<file path="config.mk">
export PLATFORM = sky130hd
export DESIGN_NAME = data_sync_arb
export DESIGN_NICKNAME = d
export VERILOG_FILES = /design/src/rtl/data_sync_arb_pkg.sv /design/src/rtl/data_sync_arb_rr_pick.sv /design/src/rtl/data_sync_arb.sv
export SDC_FILE = /design/constraint.sdc
export NUM_CORES = 1
export LEC_CHECK = 0
export CELL_PAD_IN_SITES_DETAIL_PLACEMENT = 1
export CELL_PAD_IN_SITES_GLOBAL_PLACEMENT = 2
export CORE_MARGIN = 2
export CORE_UTILIZATION = 32
export DETAILED_ROUTE_END_ITERATION = 8
export DONT_BUFFER_PORTS = 1
export PLACE_DENSITY = 0.84
export REMOVE_ABC_BUFFERS = 1
export SLEW_MARGIN = 20
export SYNTH_ARGS = -nofsm -noshare
export SYNTH_HDL_FRONTEND = slang
export SYNTH_SLANG_ARGS = --single-unit
</file>
<file path="constraint.sdc">
create_clock -name sclk -period 1.75 [get_ports sclk]
set_input_delay 0.35 -clock sclk [delete_from_list [all_inputs] [get_ports sclk]]
set_output_delay 0.35 -clock sclk [all_outputs]
set_load 0.02 [all_outputs]
</file>
<file path="src/rtl/data_sync_arb_pkg.sv">
// data_sync_arb_pkg
// Shared definitions for the data_sync_arb slice: the sequencer state
// encoding and the width helpers used for the owner index and the WAIT
// cycle counter.
package data_sync_arb_pkg;

    // Sequencer states.
    typedef enum logic [1:0] {
        IDLE  = 2'd0,
        START = 2'd1,
        WAIT  = 2'd2,
        GAP   = 2'd3
    } arb_state_e;

    // Width of an index that addresses n requesters (at least one bit).
    function automatic int id_width(input int n);
        return (n > 1) ? $clog2(n) : 1;
    endfunction

    // Width of a counter that can hold the value t without wrapping.
    function automatic int cnt_width(input int t);
        return (t > 0) ? $clog2(t + 1) : 1;
    endfunction

endpackage

</file>
<file path="src/rtl/data_sync_arb_rr_pick.sv">
// rr_pick
// Combinational round-robin selector. Searches req upward starting at
// last+1 and wrapping modulo N_REQ; the first set bit wins.
// Ports:
//   req   in  N_REQ  request vector
//   last  in  ID_W   index of the previous owner
//   valid out 1      any request present
//   idx   out ID_W   selected requester (0 when valid is low)
module rr_pick #(
    parameter int N_REQ = 4,
    parameter int ID_W  = 2
) (
    input  logic [N_REQ-1:0] req,
    input  logic [ID_W-1:0]  last,
    output logic             valid,
    output logic [ID_W-1:0]  idx
);

    // Walk the offsets from farthest to nearest so the nearest set bit
    // after last is the one that sticks.
    always_comb begin
        valid = |req;
        idx   = '0;
        for (int i = N_REQ; i >= 1; i--) begin
            idx = req[(int'(last) + i) % N_REQ] ? ID_W'((int'(last) + i) % N_REQ) : idx;
        end
    end

endmodule

</file>
<file path="src/rtl/data_sync_arb.sv">
// data_sync_arb
// Round-robin arbiter/sequencer sharing one data_sync CDC channel between
// N_REQ requesters in the sclk domain. A winner's word is latched, a
// single-cycle sync_start is issued, the word is held through WAIT until
// sync_done (or a timeout), then one GAP cycle precedes the next pick.
// Optional feature macro: DATA_SYNC_ARB_TIMEOUT_EN (WAIT counter and
// timeout_err abort path; without it WAIT exits only on sync_done).
// Ports:
//   sclk          in   source clock
//   resetn        in   asynchronous active-low reset
//   req           in   N_REQ request levels, held until gnt
//   req_data      in   N_REQ*WIDTH words, requester i at [i*WIDTH +: WIDTH]
//   gnt           out  one-hot one-cycle grant pulse (during START)
//   src_id        out  index of current/last owner
//   sync_start    out  one-cycle start pulse to data_sync
//   sync_data_out out  word to data_sync, stable START..WAIT
//   sync_done     in   completion pulse, already in sclk domain
//   busy          out  high whenever the sequencer is not IDLE
//   timeout_err   out  one-cycle pulse on WAIT abort
module data_sync_arb
    import data_sync_arb_pkg::*;
#(
    parameter int N_REQ   = 4,
    parameter int WIDTH   = 8,
    parameter int TIMEOUT = 15
) (
    input  logic                     sclk,
    input  logic                     resetn,
    input  logic [N_REQ-1:0]         req,
    input  logic [N_REQ*WIDTH-1:0]   req_data,
    output logic [N_REQ-1:0]         gnt,
    output logic [id_width(N_REQ)-1:0] src_id,
    output logic                     sync_start,
    output logic [WIDTH-1:0]         sync_data_out,
    input  logic                     sync_done,
    output logic                     busy,
    output logic                     timeout_err
);

    localparam int ID_W = id_width(N_REQ);

    arb_state_e         state_r, state_nx;
    logic [N_REQ-1:0]   gnt_r, gnt_nx;
    logic               start_r, start_nx;
    logic [WIDTH-1:0]   data_r, data_nx;
    logic [ID_W-1:0]    id_r, id_nx;
    logic [ID_W-1:0]    last_r, last_nx;
    logic               busy_r, busy_nx;
    logic               pick_valid_s;
    logic [ID_W-1:0]    pick_idx_s;

`ifdef DATA_SYNC_ARB_TIMEOUT_EN
    localparam int CNT_W = cnt_width(TIMEOUT);
    logic [CNT_W-1:0]   cnt_r, cnt_nx;
    logic               terr_r, terr_nx;
`endif

    rr_pick #(
        .N_REQ (N_REQ),
        .ID_W  (ID_W)
    ) u_rr_pick (
        .req   (req),
        .last  (last_r),
        .valid (pick_valid_s),
        .idx   (pick_idx_s)
    );

    // Next-state and next-output logic for the sequencer.
    always_comb begin
        state_nx = state_r;
        gnt_nx   = '0;
        start_nx = 1'b0;
        data_nx  = data_r;
        id_nx    = id_r;
        last_nx  = last_r;
        busy_nx  = busy_r;
`ifdef DATA_SYNC_ARB_TIMEOUT_EN
        cnt_nx   = cnt_r;
        terr_nx  = 1'b0;
`endif
        case (state_r)
            IDLE: begin
                if (pick_valid_s) begin
                    // Grant and start are registered so they appear
                    // together during the START cycle.
                    state_nx = START;
                    data_nx  = req_data[pick_idx_s*WIDTH +: WIDTH];
                    id_nx    = pick_idx_s;
                    last_nx  = pick_idx_s;
                    gnt_nx   = {{(N_REQ-1){1'b0}}, 1'b1} << pick_idx_s;
                    start_nx = 1'b1;
                    busy_nx  = 1'b1;
                end else begin
                    state_nx = IDLE;
                end
            end
            START: begin
                state_nx = WAIT;
`ifdef DATA_SYNC_ARB_TIMEOUT_EN
                cnt_nx   = '0;
`endif
            end
            WAIT: begin
`ifdef DATA_SYNC_ARB_TIMEOUT_EN
                // Saturate rather than wrap; the abort fires well before.
                cnt_nx = (&cnt_r) ? cnt_r : cnt_r + CNT_W'(1);
                if (sync_done) begin
                    state_nx = GAP;
                end else if (cnt_r == CNT_W'(TIMEOUT - 1)) begin
                    state_nx = GAP;
                    terr_nx  = 1'b1;
                end else begin
                    state_nx = WAIT;
                end
`else
                if (sync_done) begin
                    state_nx = GAP;
                end else begin
                    state_nx = WAIT;
                end
`endif
            end
            GAP: begin
                state_nx = IDLE;
                busy_nx  = 1'b0;
            end
            default: begin
                state_nx = IDLE;
                busy_nx  = 1'b0;
            end
        endcase
    end

    // Sequencer state and registered outputs.
    always_ff @(posedge sclk or negedge resetn) begin
        if (!resetn) begin
            state_r <= IDLE;
            gnt_r   <= '0;
            start_r <= 1'b0;
            data_r  <= '0;
            id_r    <= '0;
            last_r  <= ID_W'(N_REQ - 1);
            busy_r  <= 1'b0;
        end else begin
            state_r <= state_nx;
            gnt_r   <= gnt_nx;
            start_r <= start_nx;
            data_r  <= data_nx;
            id_r    <= id_nx;
            last_r  <= last_nx;
            busy_r  <= busy_nx;
        end
    end

`ifdef DATA_SYNC_ARB_TIMEOUT_EN
    // WAIT cycle counter and abort pulse.
    always_ff @(posedge sclk or negedge resetn) begin
        if (!resetn) begin
            cnt_r  <= '0;
            terr_r <= 1'b0;
        end else begin
            cnt_r  <= cnt_nx;
            terr_r <= terr_nx;
        end
    end

    assign timeout_err = terr_r;
`else
    assign timeout_err = 1'b0;
`endif

    assign gnt           = gnt_r;
    assign sync_start    = start_r;
    assign sync_data_out = data_r;
    assign src_id        = id_r;
    assign busy          = busy_r;

endmodule

</file>
==> flow_metrics.tcl <==
set metrics [dict create \
    switching_share 0.453 \
    vias 961 \
    dp_hpwl_um 2400 \
    violations "setup timing" \
    overflow 0 \
    ant_nets 0 \
    worst_pin_slew_ps 927 \
    path_max_fanout 8 \
    period_share 1.02 \
    combPwrFrac 0.498 \
    synth_cell_type_count 37 \
    coreArea_mm2 0.00361 \
    drtIter0Drc 24 \
    min_path_type "input pin to register" \
    topRoutingLayerUsed "met4" \
    setup_viol 6 \
    wl_per_cell_um 18.7 \
    htreeDepth 1 \
    ios 56 \
    num_rows 22 \
    switchingPower_mw 1.22 \
    route.detailed.drc 0 \
    vias_per_cell 5.43 \
    internal_power_mw 1.48 \
    cp-start-kind "register" \
    dieArea_mm2 0.00421 \
    gp_congestion 0.732 \
    seqPwrFrac 0.390 \
    drive_above_1_share 0.380 \
    clock.fmax_mhz 562 \
    path_class "register to register" \
    grt_max_degree 21 \
    endpoint_kind "register" \
    reg2reg_from "last_r[1]$_DFFE_PN1P_" \
    track_usage 0.165 \
    drv_cap 0 \
    initial_core_util 0.329 \
    io_buffers 0 \
    syn_inst 116 \
    area_delta_synth_final_pct 22.5 \
    rsz0062_at_grt "true" \
    tritoncts "done" \
    layout_setup_ws_ps -29.1 \
    synth_area_mm2 0.00119 \
    fin_worst_skew_ps 2.55 \
    grt_pass1_wl_um 5210 \
    antenna_cells 0 \
    vdd_drop_max_uv 480 \
    wl_met3_um 195 \
    dr.pass1.iters 3 \
    yosysSeqAreaShare 0.424 \
    wl_met2_um 1810 \
    max_slew_margin 0.380 \
    cts-root-buf "clkbuf_8" \
    clock-sinks 20 \
    path_clk_slew_ps 70 \
    die_w_um 64.9 \
    hold_violations 0 \
    report.final.slew_viol_count 0 \
    cts_buffers 3 \
    grt_pass1_vias 1079 \
    fin_area_mm2 0.00145 \
    leakage_nw 0.618 \
    p_per_area_mw_per_mm2 1860 \
    die_h_um 64.9 \
    n_fill_cell 407 \
    p_clk_frac 0.111 \
    required_ps 1890 \
    wirelength_um 3320 \
    fin_setup_tns_ps -138 \
    nets 173 \
    place_area_mm2 0.00129 \
    clk_latency_ps 260 \
    antenna_found_initial 0 \
    arrival_ps 1910 \
    synth_area_per_cell_um2 10.2 \
    period_needed_ps 1780 \
    ys_warn_count 0 \
    ys_ff_latch 20 \
    cts_buffer_depth 2 \
    worstHoldStart "sync_done" \
    status "finished with violations" \
    drt-met1-wl_um 1200 \
    startpoint "last_r[1]$_DFFE_PN1P_" \
]
-- placed cells by master, fill, tap and decap left out, types with 2 or more instances in the layout --
cell,Yosys,layout
dfrtp_1,18,18
nor2_1,13,12
nand2_1,12,12
buf_4,2,12
a211oi_2,8,10
mux2i_1,8,8
nor3_1,7,6
a211oi_1,8,6
and3_1,3,3
clkbuf_8,0,3
inv_2,0,2
inv_1,4,2
a21oi_2,1,2
or4_4,2,2
ha_1,3,2
dfstp_2,2,2
-- logic make-up after synthesis --
kind of cell               after synthesis  synth area share
adders and majority gates                3            0.0316
AOI/OAI and AO/OA                       26             0.199
other                                    1           0.00316
and+or+nand+nor                         48             0.224
DFF                                     20             0.424
muxes                                    9            0.0770
buffers and inverters                    9            0.0411
-- worst paths after layout --
path	to	slack, ps	cells after the start
hold / removal	state_r[0]$_DFF_PN0_	260	2
hold reg to reg	last_r[0]$_DFFE_PN1P_	580	2
setup / recovery	sync_data_out[6]$_DFFE_PN0P_	-30	7
setup reg to reg	sync_data_out[6]$_DFFE_PN0P_	-30	7
min in group asynchronous	src_id[1]$_DFFE_PN0P_	670	1
max in group asynchronous	sync_data_out[1]$_DFFE_PN0P_	510	1
-- power groups by stage --
stage	combinational (mW)	clock (mW)	sequential (mW)
floorplan	0.787	0	1.01
global placement	1.05	0	1.04
detailed placement	1.12	0	1.06
CTS	1.29	0.309	1.05
global route	1.48	0.326	1.08
finish	1.34	0.301	1.05
-- Yosys cell counts, drive strengths merged --
master | number | area (um^2)
inv | 4 | 15.0
or3b | 1 | 8.76
buf | 3 | 26.3
nand2 | 14 | 62.6
conb | 1 | 3.75
nor2b | 1 | 6.26
a21boi | 2 | 18.8
a22oi | 1 | 12.5
o22ai | 1 | 6.26
nand2b | 1 | 6.26
a21o | 1 | 7.51
mux2i | 8 | 80.1
mux2 | 1 | 11.3
dfstp | 2 | 52.6
a21oi | 3 | 18.8
a211oi | 16 | 160
o21ai | 1 | 5.00
nor3b | 1 | 7.51
nor2 | 14 | 60.1
o21bai | 1 | 7.51
clkbuf | 2 | 7.51
and3 | 3 | 18.8
ha | 3 | 37.5
or2b | 1 | 7.51
nand3b | 1 | 7.51
dfrtp | 18 | 450
or3 | 1 | 6.26
nor3 | 8 | 51.3
or4 | 2 | 22.5
-- final cells by class --
| cell class | count | area, um^2 | area share |
|---|---|---|---|
| Multi-Input combinational cell | 87 | 702 | 0.483 |
| Sequential cell | 20 | 503 | 0.346 |
| Timing Repair Buffer | 15 | 131 | 0.0904 |
| Tap cell | 48 | 60.1 | 0.0413 |
| Clock buffer | 3 | 41.3 | 0.0284 |
| Inverter | 4 | 15.0 | 0.0103 |
-- sequential cells by signal, summed over array words and instances, names as in the netlist --
signal,count
sync_start,1
last_r,2
state_r,2
gnt,4
busy,1
src_id,2
sync_data_out,8
-- per-layer routing --
metal / up-vias / GRT usage
li1: 438 / -
met1: 486 / 0.166
met2: 29 / 0.300
met3: 8 / 0.0486
met4: 0 / 0.0904
met5: - / 0
-- metrics by stage --
stage	util	setup WS (ps)	hold slack (ps)	total power [mW]	std cells
final	0.403	-29.1	262	2.70	177
after global routing	0.403	-92.8	266	2.88	177
after CTS	0.395	4.87	266	2.65	177
after detailed placement	0.357	-124	54.7	2.17	169
after global placement	0.357	-43.9	54.9	2.09	169
after floorplan	-	-42.5	54.4	1.80	111
-- critical path, cell delays in order, from the launching register on --
cell and delay, ps:
dfstp_2 570, mux2_4 320, a22oi_2 210, buf_6 150
nand2_8 70, nor2_4 130, buf_12 140, a211oi_2 60
-- repair_timing --
action                                  in CTS  in global routing
buffers inserted                             4                  0
endpoints found under the setup margin      11                 13
pin swaps                                    6                  3
resized for setup                            8                  8
endpoints found under the hold margin       20                  0
hold buffers                                 1                  0
Power figures use the tool's default switching activity.
